--- src/rtl/bist_prpg_ctrl_if.sv ---
// Scan-side handshake of the logic-BIST pattern generator: launch request in,
// scan-in data, scan enable and run status out.
interface bist_prpg_ctrl_if #(
  parameter int CHAIN_NUM = 11,
  parameter int PAT_NUM   = 100
);
  logic                         start;
  logic [CHAIN_NUM-1:0]         sc_in;
  logic                         test_se;
  logic                         busy;
  logic                         done;
  logic [$clog2(PAT_NUM+1)-1:0] pat_cnt;

  modport master (output start, input sc_in, test_se, busy, done, pat_cnt);
  modport slave  (input start, output sc_in, test_se, busy, done, pat_cnt);
endinterface

--- src/rtl/bist_prpg_ctrl.sv ---
// Logic-BIST PRPG: 13-bit Fibonacci LFSR feeding the scan chains plus the
// shift/capture sequencer. Optional phase shifter on sc_in: PRPG_PHASE_SHIFT_EN.
module bist_prpg_ctrl #(
  parameter int                  CHAIN_NUM = 11,
  parameter int                  PRPG_LEN  = 13,
  parameter int                  CHAIN_LEN = 32,
  parameter int                  PAT_NUM   = 100,
  parameter logic [PRPG_LEN-1:0] SEED      = 13'h1070
) (
  input logic              clk,
  input logic              rst,
  bist_prpg_ctrl_if.slave  bus
);
  localparam int CW = (CHAIN_LEN > 1) ? $clog2(CHAIN_LEN) : 1;
  localparam int PW = $clog2(PAT_NUM + 1);

  localparam logic [2:0] S_IDLE    = 3'd0;
  localparam logic [2:0] S_SHIFT   = 3'd1;
  localparam logic [2:0] S_CAPTURE = 3'd2;
  localparam logic [2:0] S_UNLOAD  = 3'd3;
  localparam logic [2:0] S_DONE    = 3'd4;

  logic [2:0]          state_q, state_d;
  logic [PRPG_LEN-1:0] lfsr_q, lfsr_d;
  logic [CW-1:0]       shift_cnt_q, shift_cnt_d;
  logic [PW-1:0]       pat_cnt_q, pat_cnt_d;
  logic [PW-1:0]       pat_cnt_inc;
  logic                test_se;
  logic                fb;
  logic                last_shift;

  assign test_se     = (state_q == S_SHIFT) || (state_q == S_UNLOAD);
  assign fb          = lfsr_q[PRPG_LEN-1] ^ lfsr_q[3] ^ lfsr_q[2] ^ lfsr_q[0];
  assign last_shift  = (shift_cnt_q == CW'(CHAIN_LEN - 1));
  assign pat_cnt_inc = pat_cnt_q + PW'(1);

  always_comb begin
    state_d     = state_q;
    lfsr_d      = test_se ? {lfsr_q[PRPG_LEN-2:0], fb} : lfsr_q;
    shift_cnt_d = shift_cnt_q;
    pat_cnt_d   = pat_cnt_q;
    case (state_q)
      S_IDLE, S_DONE: begin
        // DONE keeps the final LFSR/pat_cnt visible until the next launch
        if (bus.start) begin
          state_d     = S_SHIFT;
          lfsr_d      = SEED;
          shift_cnt_d = '0;
          pat_cnt_d   = '0;
        end
      end
      S_SHIFT, S_UNLOAD: begin
        if (last_shift) begin
          shift_cnt_d = '0;
          state_d     = (state_q == S_SHIFT) ? S_CAPTURE : S_DONE;
        end else begin
          shift_cnt_d = shift_cnt_q + CW'(1);
        end
      end
      S_CAPTURE: begin
        pat_cnt_d = pat_cnt_inc;
        state_d   = (pat_cnt_inc == PW'(PAT_NUM)) ? S_UNLOAD : S_SHIFT;
      end
      default: state_d = S_IDLE;
    endcase
  end

  always_ff @(posedge clk) begin
    if (rst) begin
      state_q     <= S_IDLE;
      lfsr_q      <= SEED;
      shift_cnt_q <= '0;
      pat_cnt_q   <= '0;
    end else begin
      state_q     <= state_d;
      lfsr_q      <= lfsr_d;
      shift_cnt_q <= shift_cnt_d;
      pat_cnt_q   <= pat_cnt_d;
    end
  end

  for (genvar i = 0; i < CHAIN_NUM; i++) begin : g_sc
`ifdef PRPG_PHASE_SHIFT_EN
    assign bus.sc_in[i] = lfsr_q[i] ^ lfsr_q[(i + 5) % PRPG_LEN];
`else
    assign bus.sc_in[i] = lfsr_q[i];
`endif
  end

  assign bus.test_se = test_se;
  assign bus.busy    = (state_q == S_SHIFT) || (state_q == S_CAPTURE) || (state_q == S_UNLOAD);
  assign bus.done    = (state_q == S_DONE);
  assign bus.pat_cnt = pat_cnt_q;
endmodule

--- src/flat_wrapper.sv ---
// flat-port wrapper written by rule: the top's interface ports become plain ports
module bist_prpg_ctrl_flat 
#(
  parameter int                  CHAIN_NUM = 11,
  parameter int                  PRPG_LEN  = 13,
  parameter int                  CHAIN_LEN = 32,
  parameter int                  PAT_NUM   = 100,
  parameter logic [PRPG_LEN-1:0] SEED      = 13'h1070
)
  (clk, rst, bus_start, bus_sc_in, bus_test_se, bus_busy, bus_done, bus_pat_cnt);
  bist_prpg_ctrl_if #(.CHAIN_NUM(CHAIN_NUM), .PAT_NUM(PAT_NUM)) bus_i ();
  input logic clk;
  input logic rst;
  input wire logic [$bits(bus_i.start)-1:0] bus_start;
  output wire logic [$bits(bus_i.sc_in)-1:0] bus_sc_in;
  output wire logic [$bits(bus_i.test_se)-1:0] bus_test_se;
  output wire logic [$bits(bus_i.busy)-1:0] bus_busy;
  output wire logic [$bits(bus_i.done)-1:0] bus_done;
  output wire logic [$bits(bus_i.pat_cnt)-1:0] bus_pat_cnt;
  assign bus_i.start = bus_start;
  assign bus_sc_in = bus_i.sc_in;
  assign bus_test_se = bus_i.test_se;
  assign bus_busy = bus_i.busy;
  assign bus_done = bus_i.done;
  assign bus_pat_cnt = bus_i.pat_cnt;
  bist_prpg_ctrl #(.CHAIN_NUM(CHAIN_NUM), .PRPG_LEN(PRPG_LEN), .CHAIN_LEN(CHAIN_LEN), .PAT_NUM(PAT_NUM), .SEED(SEED)) u_core (.clk(clk), .rst(rst), .bus(bus_i));
endmodule
--- config.mk ---
export PLATFORM = sky130hd
export DESIGN_NAME = bist_prpg_ctrl_flat
export DESIGN_NICKNAME = d
export VERILOG_FILES = /design/src/rtl/bist_prpg_ctrl_if.sv /design/src/rtl/bist_prpg_ctrl.sv /design/src/flat_wrapper.sv
export SDC_FILE = /design/constraint.sdc
export NUM_CORES = 1
export LEC_CHECK = 0
export CAP_MARGIN = 20
export CORE_MARGIN = 10
export CORE_UTILIZATION = 40
export DETAILED_ROUTE_END_ITERATION = 16
export PLACE_DENSITY = 0.71
export SKIP_LAST_GASP = 1
export SYNTH_ARGS = -nofsm -noshare
export SYNTH_HDL_FRONTEND = slang
export SYNTH_SLANG_ARGS = --single-unit
--- constraint.sdc ---
create_clock -name clk -period 2 [get_ports clk]
set_clock_uncertainty 0.15 [all_clocks]
set_input_delay 0.3 -clock clk [delete_from_list [all_inputs] [get_ports clk]]
set_output_delay 0.3 -clock clk [all_outputs]
set_load 0.03 [all_outputs]
* After elaboration in Yosys (flattened, before gate mapping)
Index checks and enable logic that the tools add are counted.
Word-level totals: word-level logic and storage cells 41, input port bits 3, output and inout port bits 21, bits in registers 28
Operators by class: bitwise gates (word level) 3, reductions and logical operators 11, muxes and demuxes 13, add/subtract/negate cells 2, equal/unequal tests 8
Operators with widths (number):
- two-way mux 13 bit | 3
- case mux 7 bit (2 select lines) | 1
- two-way mux 5 bit | 2
- case mux 5 bit (2 select lines) | 1
- two-way mux 3 bit | 3
- case mux 3 bit (3 select lines) | 1
- adder 7 x 1 -> 7 bit (second input constant) | 1
- == test 7 bit (second input constant) | 1
- two-way mux 7 bit | 1
- == test 3 x 2 -> 1 bit (second input constant) | 2
- AND reduction 2 bit | 3
- adder 5 x 1 -> 5 bit (second input constant) | 1
- == test 5 bit (second input constant) | 1
- nonzero test 2 bit | 2
- OR reduction 2 bit | 2
- == test 3 x 1 -> 1 bit (second input constant) | 1
- == test 3 bit (second input constant) | 1
- logical NOT 3 bit | 1
- logical OR 1 bit | 3
- bitwise XOR 1 bit | 3
- two-way mux 2 bit | 1
- inequality test 2 x 1 -> 1 bit (second input constant) | 1
- inequality test 2 bit (second input constant) | 1

* Depth between registers and ports, before layout
Gate-level depths: netlist of the first run.
depth in word-level cells 6, gate-level depth with buffers 8, depth with buffers taken out 7

* Worst setup path before layout of the first run
OpenSTA, ideal clock, no wires.
path kind register -> register, from reg u_core.pat_cnt_q[0], in the netlist u_core.bus.pat_cnt[0], to reg u_core.pat_cnt_q[6], in the netlist u_core.bus.pat_cnt[6], library setup time 0.070 ns, data required time 1.780 ns, setup slack 0.184 ns, buffers on the path 0, arrival time 1.596 ns, clock period less this slack 1.816 ns, stages on the path, launching flop included 6, path through dfxtp_1 -> ha_1 -> and3_1 -> nand3_1 -> or3_1 -> a21oi_1
Between the ends: longest elaborated chain between the ends 2
RTL lines:
- start: declaration | line bist_prpg_ctrl.sv:26 | logic [PW-1:0] pat_cnt_q, pat_cnt_d;
- start signal: assignment | line bist_prpg_ctrl.sv:78 | pat_cnt_q <= pat_cnt_d;
- adder 7 x 1 -> 7 bit | line bist_prpg_ctrl.sv:35 | assign pat_cnt_inc = pat_cnt_q + PW'(1);
- case mux 7 bit (2 select lines) | line bist_prpg_ctrl.sv:42 | case (state_q)
Every way passes these cells. A chain may end at the register's enable or synchronous reset.

* Final worst setup path of the first run
from reg u_core.pat_cnt_q[2], in the netlist u_core.bus.pat_cnt[2], to out bus_pat_cnt[2]
RTL lines:
- end: declaration | line flat_wrapper.sv:19 | output wire logic [$bits(bus_i.pat_cnt)-1:0] bus_pat_cnt;
No word-level cell between the ends.

==> out/results.ini, run 1 <==
[status]
status=finished clean

[placed_design]
gp_congestion=0.8435
port_buffers=23
dp_hpwl_um=2126

[power]
power_density_nw_per_um2=671.6
irDropWorstVdd_uv=294.0
p_leak_uw=0.0006977

[floorplan]
start_util_pct=40.93
die_h_um=78.21
ios=24
rows=21
core-area_um2=3311
die_w_um=78.21
die-area_um2=6116

[synthesis]
syn_inst=167
ys_ff_latch=28
synthTopCellsByCount=28 x dfxtp_1, 27 x nand2_1, 21 x a21oi_1
synth_top_area_share_pct=41.37
synth_largest_area_cell=dfxtp_1
async_flop_share_pct=0
yosysUniqueCellTypes=35
syn_avg_cell_area_um2=8.114
ys_seq_area_share_pct=41.37
synthTopCellsByArea=dfxtp_1 41%, a21oi_1 7.8%, nand2_1 7.5%
synth_edf_count=0
yosys_most_used_dff=dfxtp_1
syn_area_um2=1355
synth.most_common_cell=dfxtp_1
synth_nets=174
ys_warn_count=0

[cts]
cts.sinks=28
cts_made_buffers=3
cts_buffer_depth=2
htreeDepth=1
root_buffer=clkbuf_4
clk_pin_slew_ns=0.15
ctsHoldBuffers=0
cts_tree=done
clk_latency_ns=0.34

[worst_setup_path]
worstPathArrival_ns=1.48
crit_path_end_kind=output port
cp_top_family=buffers and inverters
cp_max_fo=6
cp_cell_sequence=clkdlybuf4s50_1
worstSetupStartpointType=register
crit_buf_inv=1
setup.worst_path.class=reg -> out
cpPeakStageDelay_ns=0.70
crit_required_ns=1.55
crit_slowest_cell=clkdlybuf4s50_1

[route]
wl_per_cell_um=12.92
finalWirelength_um=2920
vias_per_cell=5.177
vias=1170
ant_nets=0
drtIter0Drc=53
dr.pass1.iters=4
drc=0

[sta]
setup_tns_ns=0
tightest_slew_ns=0.3671
worst_hold_slack_ns=0.3306
fin_crit_sh_pct=96.37
setup_viol=0
hold_violations=0
slew_viol_final=0
period_needed_ns=1.927
timing.slew.headroom_pct=75.53
rsz0062_at_grt=false
max_freq_mhz=518.9

[global_route]
grt_pass1_wl_um=4981
antenna_found_initial=0
grtUsageTotal_pct=9.643
grt_overflow=0
grt_start_max_net_pins=19
first_global_vias=1130

[layout]
drive_gt1_share_pct=9.444
area_growth_pct=19.85
fill_cells=321
nets=188
antenna_cells=0

[worst_hold_path]
min_path_type=reg -> reg

[flow_run]
maxCapViolCount=0

layout by cell type, fill, tap and decap left out, types with 4 or more instances in the layout:
| cell | synthesis | final |
|---|---|---|
| a21oi_1 | 21 | 21 |
| nand2_1 | 27 | 27 |
| nor3_1 | 4 | 4 |
| dfxtp_1 | 28 | 26 |
| clkdlybuf4s50_1 | 0 | 15 |
| o21ai_0 | 6 | 6 |
| buf_4 | 11 | 6 |
| xor2_1 | 4 | 4 |
| nand3_1 | 9 | 9 |
| nor2_1 | 12 | 12 |
| dlymetal6s2s_1 | 0 | 5 |
worst register-to-register path, cell delays in order, from the launching register on:
cell and delay (ns):
dfxtp_1 0.41, ha_1 0.21, and3_1 0.17, ha_2 0.26
mux2i_1 0.10, o2bb2ai_1 0.14, nand3_1 0.09, o32ai_1 0.24
final timing paths:
kind / from / endpoint / slack, ns / cells after the start
setup / recovery: u_core.bus.pat_cnt[2] / bus_pat_cnt[2] / 0.07 / 1
hold / removal: u_core.shift_cnt_q[3] / u_core.shift_cnt_q[3] / 0.33 / 1
setup reg to reg: u_core.shift_cnt_q[0] / u_core.state_q[1] / 0.14 / 7
hold reg to reg: u_core.shift_cnt_q[3] / u_core.shift_cnt_q[3] / 0.33 / 1
power by group:
group          internal (uW)  leakage, uW  switching, uW
logic                   46.7     0.000442           82.1
registers                571     0.000228           11.8
clock network            203    0.0000279            176
state kept, by name (all words and copies together), names as in the netlist:
register / count
u_core.bus.pat_cnt: 7
u_core.lfsr_q: 13
u_core.shift_cnt_q: 5
u_core.state_q: 3
final cells by class:
cell class | count | area (um^2) | area share, %
flip-flops and latches | 28 | 563.0 | 34.67
clock buffers | 3 | 22.52 | 1.387
well taps | 46 | 57.56 | 3.544
clock inverters | 1 | 30.03 | 1.849
inverters | 2 | 7.507 | 0.4622
multi-input cells | 119 | 676.9 | 41.68
repair buffers | 27 | 266.5 | 16.41
logic make-up (layout without fill, tap and decap cells):
family | Yosys count | count (layout) | synth area share, %
buf+inv | 20 | 33 | 8.863
flops | 28 | 28 | 41.37
mux | 1 | 1 | 0.7387
fa+ha+maj | 4 | 4 | 3.694
compound gates | 39 | 39 | 16.62
simple gates | 69 | 69 | 24.84
xor+xnor | 6 | 6 | 3.878
layer usage:
metal	vias up	routed length (um)	global-route usage, %
li1	589	-	-
met1	544	1302	10.92
met2	31	1365	15.63
met3	6	197	3.645
met4	0	55	4.659
met5	-	0	0
metrics by stage:
step	std cells	total power (uW)	worst slack, ns	utilization (%)	area (um^2)
floorplan	167	686.0	0.1838	-	1355
finish	226	1091	0.07267	49.06	1624
CTS	226	1099	0.03168	48.53	1607
detailed placement	222	725.0	0.1138	46.98	1555
global route	226	1138	0.003662	49.06	1624
global placement	222	721.4	0.2012	46.98	1555
repair_timing:
item | CTS | global route
setup buffers | 0 | 0
pin swaps | 0 | 0
gates cloned | 0 | 0
endpoints found under the setup margin | 1 | 8
gates resized for setup | 1 | 8
No activity file was read; power rests on OpenSTA's default activity.
==> inputs of run 2 (changes only) <==
--- a/config.mk
+++ b/config.mk
@@ -7,9 +7,9 @@
 export LEC_CHECK = 0
 export CAP_MARGIN = 20
 export CORE_MARGIN = 10
-export CORE_UTILIZATION = 40
+export CORE_UTILIZATION = 51
 export DETAILED_ROUTE_END_ITERATION = 16
-export PLACE_DENSITY = 0.71
+export PLACE_DENSITY = 0.86
 export SKIP_LAST_GASP = 1
 export SYNTH_ARGS = -nofsm -noshare
 export SYNTH_HDL_FRONTEND = slang
==> run 2 against run 1 <==
  * Total power barely moved
  * Clock power barely moved
  * Largest power group unchanged
  * First-iteration DRC count rose by 100%
  * Register-to-register slack got worse by 0.09 ns
  * Critical endpoint is now u_core.state_q[1]
  * Fmax fell by 1.2%
==> out/results.ini, run 2 (synthesis gave the netlist of run 1 again) <==
[power]
p_leak_uw=0.0006761
power_density_nw_per_um2=684.9
finalPower_uw=1090
power_frac_seq_pct=53.5
switching_share_pct=24.93
clock_power_share_pct=34.8
irDropWorstVdd_uv=425.2
p_int_uw=818.3
switching_power_uw=271.8
power_frac_comb_pct=11.7

[route]
wl_per_cell_um=13.89
vias=1174
ant_nets=0
dr.pass1.iters=4
drc=0
finalWirelength_um=2903
vias_per_cell=5.617
drtIter0Drc=106

[global_route]
grt_start_max_net_pins=18
grt_pass1_wl_um=4712
grtUsageTotal_pct=10.70
grt_overflow=0
antenna_found_initial=0
first_global_vias=1024

[floorplan]
ios=24
die_h_um=71.55
core-area_um2=2500
start_util_pct=54.20
die-area_um2=5119
rows=18
die_w_um=71.55

[worst_setup_path]
setup.worst_path.class=reg -> reg
cp_max_fo=7
r2r_end=u_core.state_q[1]
regToRegSetupSlack_ns=0.05
crit_required_ns=2.11
worstSetupStartpointType=register
worstPathArrival_ns=2.06
ff2ff_path_depth=7
r2r_start=u_core.shift_cnt_q[0]
crit_path_end_kind=register

[layout]
mostFrequentLayoutCell=dfxtp_1
nets=187
final_cells=209
fill_cells=211
drive_gt1_share_pct=7.263
final_cell_mix=28 x dfxtp_1, 27 x nand2_1, 21 x a21oi_1, 16 x clkdlybuf4s50_1, 12 x nor2_1
fin_area_um2=1592
antenna_cells=0
largest_reg_flops=13
top_register=u_core.lfsr_q
area_growth_pct=17.45

[sta]
tightest_slew_ns=0.3625
setup_viol=0
timing.slew.headroom_pct=75.49
period_needed_ns=1.951
layout_setup_ws_ns=0.04936
fin_crit_sh_pct=97.53
hold_violations=0
max_freq_mhz=512.7
setup_tns_ns=0
rsz0062_at_grt=true
slew_viol_final=0

[placed_design]
place_area_um2=1528
dp_hpwl_um=2092
port_buffers=23
placed_cells=205
gp_congestion=0.7838
pre_cts_ws_ns=0.09912

[cts]
root_buffer=clkbuf_4
clk_pin_slew_ns=0.15
cts_buffer_depth=2
cts_tree=done
cts_setup_buffers=0
htreeDepth=1
clk_latency_ns=0.34
cts_made_buffers=3
cts.sinks=28
ctsHoldBuffers=0

[flow_run]
maxCapViolCount=0

[worst_hold_path]
hold_path_end=u_core.lfsr_q[11]
hold_start=u_core.lfsr_q[11]
min_path_type=reg -> reg
whs_path_depth=2

[status]
status=finished clean

[run 2: worst max-delay path, stage by stage, from the launching register on]
cell	delay, ns
dfxtp_1	0.41
ha_1	0.21
and3_1	0.18
ha_1	0.30
mux2i_1	0.12
o2bb2ai_1	0.16
nand3_1	0.10
o32ai_1	0.24
[run 2: worst max path at each step]
stage,start,to,slack [ns],cells after the start
floorplan,u_core.bus.pat_cnt[0],u_core.bus.pat_cnt[6],0.18,5
global placement,bus_start,u_core.bus.pat_cnt[2],0.24,5
detailed placement,u_core.shift_cnt_q[0],u_core.state_q[1],0.1,7
finish,u_core.shift_cnt_q[0],u_core.state_q[1],0.05,7
global route,u_core.shift_cnt_q[0],u_core.state_q[1],-0.03,7
CTS,u_core.state_q[0],bus_test_se,0.03,3
[run 2: cell type report]
| class | instances | area [um^2] | share of cell area [%] |
|---|---|---|---|
| clock buffers | 3 | 22.52 | 1.415 |
| clock inverters | 1 | 30.03 | 1.887 |
| inverters | 2 | 10.01 | 0.6289 |
| multi-input cells | 119 | 674.4 | 42.37 |
| flip-flops and latches | 28 | 560.5 | 35.22 |
| well taps | 30 | 37.54 | 2.358 |
| repair buffers | 26 | 256.5 | 16.12 |
[run 2: metrics by stage]
stage / hold WS (ns) / util (%)
4_1_cts: 0.3240 / 63.16
3_5_place_dp: 0.3036 / 61.11
2_1_floorplan: 0.2787 / -
3_3_place_gp: 0.2964 / 61.11
6_report: 0.3248 / 63.66
5_1_grt: 0.3422 / 63.66
[run 2: repair_timing]
action                                  4_1_cts  5_1_grt
endpoints found under the setup margin        1        5
pin swaps                                     0        0
gates resized for setup                       1        5
[run 2: metal layers]
layer	track usage, %	vias up	share of wire [%]
met2	16.27	38	48
met4	4.301	0	1.3
met5	0	-	0
met3	3.719	6	7.9
met1	13.38	544	43
li1	-	586	-
[run 2: power groups by stage]
stage | Clock [uW] | Combinational, uW | Sequential (uW)
4_1_cts | 380 | 127 | 583
6_report | 380 | 128 | 583
2_1_floorplan | 0 | 94.5 | 592
3_5_place_dp | 0 | 127 | 594
5_1_grt | 397 | 140 | 585
3_3_place_gp | 0 | 124 | 593
